--- src/rtl/seg7_scan_display.sv ---
// Multiplexed 8-digit hex 7-segment driver with a per-frame snapshot of the value.
// Optional LEADING_ZERO_BLANK_EN: suppress digits above the highest nonzero nibble.
module seg7_scan_display #(
  parameter int unsigned DIV = 1000,
  parameter int unsigned GAP = 4
) (
  input  logic        clock,
  input  logic        reset,
  input  logic [31:0] value,
  input  logic        blank,
  output logic [6:0]  seg,
  output logic [7:0]  dig_sel,
  output logic        frame
);

  localparam int unsigned PW = (DIV > 1) ? $clog2(DIV) : 1;
  typedef logic [PW-1:0] pcnt_t;
  localparam pcnt_t PLAST = pcnt_t'(DIV - 1);
  localparam pcnt_t PGAP  = pcnt_t'(GAP);

  function automatic logic [6:0] hex7(input logic [3:0] n);
    logic [6:0] s;
    unique case (n)
      4'h0: s = 7'h3F;
      4'h1: s = 7'h06;
      4'h2: s = 7'h5B;
      4'h3: s = 7'h4F;
      4'h4: s = 7'h66;
      4'h5: s = 7'h6D;
      4'h6: s = 7'h7D;
      4'h7: s = 7'h07;
      4'h8: s = 7'h7F;
      4'h9: s = 7'h6F;
      4'hA: s = 7'h77;
      4'hB: s = 7'h7C;
      4'hC: s = 7'h39;
      4'hD: s = 7'h5E;
      4'hE: s = 7'h79;
      default: s = 7'h71;
    endcase
    return s;
  endfunction

  pcnt_t       pcnt_q, pcnt_d;
  logic [2:0]  idx_q, idx_d;
  logic [31:0] shadow_q, shadow_d;
  logic        snap_q, snap_d;
  logic [6:0]  seg_q, seg_d;
  logic [7:0]  dig_q, dig_d;
  logic        frame_q, frame_d;
  logic        tick, lit;

`ifdef LEADING_ZERO_BLANK_EN
  logic [2:0]  top_q, top_d;

  function automatic logic [2:0] top_of(input logic [31:0] v);
    logic [2:0] r;
    r = '0;
    for (int unsigned i = 0; i < 8; i++)
      if (v[4*i +: 4] != 4'h0) r = 3'(i);
    return r;
  endfunction
`endif

  always_comb begin
    tick     = (pcnt_q == PLAST);
    pcnt_d   = tick ? '0 : pcnt_q + 1'b1;
    idx_d    = tick ? idx_q + 3'd1 : idx_q;
    shadow_d = shadow_q;
    snap_d   = snap_q;
`ifdef LEADING_ZERO_BLANK_EN
    top_d    = top_q;
`endif
    // Snapshot lands on the same edge that wraps idx back to digit 0.
    if (tick && idx_q == 3'd7) begin
      shadow_d = value;
      snap_d   = 1'b1;
`ifdef LEADING_ZERO_BLANK_EN
      top_d    = top_of(value);
`endif
    end

    lit = !blank && (pcnt_q >= PGAP);
`ifdef LEADING_ZERO_BLANK_EN
    lit = lit && (idx_q <= top_q);
`endif
    dig_d   = lit ? (8'h01 << idx_q) : '0;
    seg_d   = lit ? hex7(shadow_q[{idx_q, 2'b00} +: 4]) : '0;
    frame_d = snap_q && (idx_q == 3'd0) && (pcnt_q == '0);
  end

  always_ff @(posedge clock or negedge reset) begin
    if (!reset) begin
      pcnt_q   <= '0;
      idx_q    <= 3'd7;
      shadow_q <= '0;
      snap_q   <= 1'b0;
      seg_q    <= '0;
      dig_q    <= '0;
      frame_q  <= 1'b0;
`ifdef LEADING_ZERO_BLANK_EN
      top_q    <= '0;
`endif
    end else begin
      pcnt_q   <= pcnt_d;
      idx_q    <= idx_d;
      shadow_q <= shadow_d;
      snap_q   <= snap_d;
      seg_q    <= seg_d;
      dig_q    <= dig_d;
      frame_q  <= frame_d;
`ifdef LEADING_ZERO_BLANK_EN
      top_q    <= top_d;
`endif
    end
  end

  assign seg     = seg_q;
  assign dig_sel = dig_q;
  assign frame   = frame_q;

endmodule

--- config.mk ---
export PLATFORM = sky130hd
export DESIGN_NAME = seg7_scan_display
export DESIGN_NICKNAME = d
export VERILOG_FILES = /design/src/rtl/seg7_scan_display.sv
export SDC_FILE = /design/constraint.sdc
export NUM_CORES = 1
export LEC_CHECK = 0
export CORE_MARGIN = 2
export CORE_UTILIZATION = 57
export CTS_CLUSTER_SIZE = 20
export DETAILED_ROUTE_END_ITERATION = 7
export GPL_TIMING_DRIVEN = 0
export PLACE_DENSITY_LB_ADDON = 0.2
export SLEW_MARGIN = 20
export SYNTH_ARGS = -nofsm -noshare
export SYNTH_HDL_FRONTEND = slang
export SYNTH_SLANG_ARGS = --single-unit
--- constraint.sdc ---
create_clock -name clock -period 4.41 [get_ports clock]
set_clock_uncertainty 0.2 [all_clocks]
set_input_delay 0.6615 -clock clock [delete_from_list [all_inputs] [get_ports clock]]
set_output_delay 0.6615 -clock clock [all_outputs]
set_load 0.1 [all_outputs]
==> metrics.cfg <==
[outcome]
outcome = complete, no violations

[place]
dp_hpwl_um = 3920
portBuffers = 50
dp_cells = 350
place.gp.congestion = 0.804

[grt]
track_usage = 0.201
grt_pass1_wl_um = 9120
grt_max_degree = 42
antenna_found_initial = 0
grt_pass1_vias = 1912
overflow = 0

[clock_network]
cts_setup_buffers = 0
cts.reportedPaths.clkPinSlew_ns = 0.06
numCtsBuffers = 9
clkSinkCount = 62
clock_latency_ns = 0.34
cts_root_buffer = clkbuf_8
htreeDepth = 3
clockBufferDepth = 2
cts_tree = yes

[worst_setup_path]
start_kind = flip-flop
worst_path_max_delay_cell = dfstp_2
critPathKind = reg -> reg
crit_fanout = 10
path_buf_inv = 2
crit_chain = buf_6 -> mux4_1 -> mux2i_1 -> inv_1 -> ha_1 -> a21boi_1 -> or4b_1 -> o21ai_1
required_ns = 4.47
endpoint_kind = flip-flop
slowest_delay_ns = 0.62
cp_top_family = multiplexers
worstPathArrival_ns = 3.27

[detailed_routing]
wire_per_inst_um = 14.7
routed_via_density = 5.32
drt_iter0_markers = 119
dr.pass1.iters = 4
ant_nets = 0
drc = 0
totalWireLength_um = 5390
num_vias = 1948

[timing]
rsz0062_at_grt = no
finalSetupViolCount = 0
fin_setup_tns_ns = 0
period_needed_ns = 3.21
hold_viol = 0
fin_crit_sh = 0.727
max_slew.worst_pin.slew_ns = 0.970
max_freq_mhz = 312
slew_violations = 0
slew_headroom = 0.352

[floorplanning]
die_h_um = 76.9
initial_core_util = 0.593
fp-row-count = 26
die-area_um2 = 5910
io-pin-count = 51
die_x_um = 76.9
core_area_um2 = 5110

[power_and_ir_drop]
leakage_nw = 1.65
p_comb_frac = 0.126
powerDensity_nw_per_um2 = 316
p_int_mw = 0.920
seqPwrFrac = 0.494
switchingPower_mw = 0.292
swShare = 0.241
ir_drop_v = 0.000197
p_clk_frac = 0.380

[finish]
layout_commonest_cell = dfrtp_1
post_route_cells_drive_above_1_share = 0.250
layout_common_cells = 59 x dfrtp_1, 49 x clkdlybuf4s50_1, 35 x mux2_2
nNetsFinal = 341
antenna_cells = 0
syn_to_final_growth_pct = 26.5
final_cell_count_no_fill = 366

[yosys]
synth.net_count = 278
synth_cell_types = 49
synth_warnings = 0
async_flop_share = 1.00
synth-edff-count = 0
synth_ff_type = dfrtp_1
netlist_instances = 229
yosysSeqAreaShare = 0.514
ys_seq_elements = 62
syn_area_per_cell_um2 = 13.2
synthesis.area_um2 = 3030

[min_path]
hold_class = reg -> reg

[flow_run]
cap_violations = 0

==> state kept, by name, summed over array words and instances, names as in the netlist <==
register  cells
dig_sel       8
frame         1
idx_q         3
pcnt_q       10
seg           7
shadow_q     32
snap_q        1
==> worst reg2reg max path: stages, from the launching register on <==
cell,delay (ns)
dfstp_2,0.62
buf_6,0.20
mux4_1,0.60
mux2i_1,0.33
inv_1,0.19
ha_1,0.25
a21boi_1,0.15
or4b_1,0.51
o21ai_1,0.09
==> area by class of cell <==
| type | instances | area (µm²) |
|---|---|---|
| Sequential cell | 62 | 1560 |
| Multi-Input combinational cell | 149 | 1360 |
| Fill cell | 366 | 1280 |
| Timing Repair Buffer | 52 | 528 |
| Clock buffer | 15 | 186 |
| Tap cell | 70 | 87.6 |
| Buffer | 10 | 80.1 |
| Inverter | 8 | 30.0 |
==> power groups by stage <==
stage	combinational, mW	clock (mW)	sequential [mW]
after CTS	0.154	0.474	0.598
final	0.152	0.461	0.598
after floorplan	0.0465	0	0.649
after global placement	0.148	0	0.608
after detailed placement	0.153	0	0.608
after global routing	0.163	0.500	0.600
==> per-stage QoR <==
step | setup WS [ns] | power (mW) | hold slack [ns] | utilization | cell area (µm²)
final | 1.20 | 1.21 | 0.278 | 0.750 | 3830
after CTS | 1.19 | 1.23 | 0.281 | 0.750 | 3830
after global placement | 0.594 | 0.756 | 0.254 | 0.708 | 3620
after detailed placement | 1.20 | 0.761 | 0.267 | 0.711 | 3630
after floorplan | 1.56 | 0.695 | 0.166 | - | 3030
after global routing | 1.06 | 1.26 | 0.298 | 0.750 | 3830
==> metal layers <==
metal  GRT usage  share of wire
met3      0.0376          0.036
met1       0.273           0.46
met4       0.104          0.021
met5           0              0
met2       0.311           0.48
==> Yosys cell counts, types with 2 or more instances <==
library cell	number	area, µm²
dfrtp_1	59	1480
mux2_2	35	394
ha_1	14	175
nor2_1	13	48.8
nand2_1	9	33.8
inv_1	8	30.0
mux2i_1	8	80.1
and3_1	6	37.5
a21oi_1	5	25.0
buf_6	5	56.3
nand3_1	4	20.0
o21ai_0	4	20.0
xnor2_1	4	35.0
and2_1	3	18.8
clkbuf_1	3	11.3
dfstp_2	3	78.8
nor2b_1	3	18.8
o21ai_1	3	15.0
a221oi_2	2	30.0
mux4_1	2	52.6
mux4_2	2	45.0
nand2_2	2	12.5
nand2b_1	2	12.5
nand4_1	2	12.5
o31ai_1	2	15.0
or4_1	2	15.0
xor2_1	2	17.5
==> cells by family (layout without fill, tap and decap cells) <==
| family | count (synthesis) | after routing | share of synthesized area |
|---|---|---|---|
| buf+inv | 18 | 85 | 0.0364 |
| compound gates | 28 | 28 | 0.0822 |
| fa+ha+maj | 14 | 14 | 0.0579 |
| flops | 62 | 62 | 0.514 |
| xor+xnor | 6 | 6 | 0.0174 |
| mux | 49 | 49 | 0.200 |
| simple gates | 52 | 52 | 0.0926 |
==> repair_timing <==
| action | in CTS | in global routing |
|---|---|---|
| gates resized for setup | 0 | 0 |
| hold buffers | 1 | 0 |
| hold endpoints to repair | 2 | 0 |
==> path summary, 6_finish.rpt <==
| kind | depth (start not counted) | to | slack [ns] | startpoint |
|---|---|---|---|---|
| worst max register to register | 8 | seg[3]$_DFF_PN0_ | 1.20 | idx_q[0]$_DFFE_PN1N_ |
| worst max-delay path | 8 | seg[3]$_DFF_PN0_ | 1.20 | idx_q[0]$_DFFE_PN1N_ |
| max in group asynchronous | 3 | idx_q[0]$_DFFE_PN1N_ | 2.91 | reset |
| min in group asynchronous | 2 | pcnt_q[7]$_DFF_PN0_ | 0.54 | reset |
| worst min register to register | 1 | snap_q$_DFFE_PN0P_ | 0.28 | snap_q$_DFFE_PN0P_ |
| worst min-delay path | 1 | snap_q$_DFFE_PN0P_ | 0.28 | snap_q$_DFFE_PN0P_ |
(Power assumes the default switching activity.)
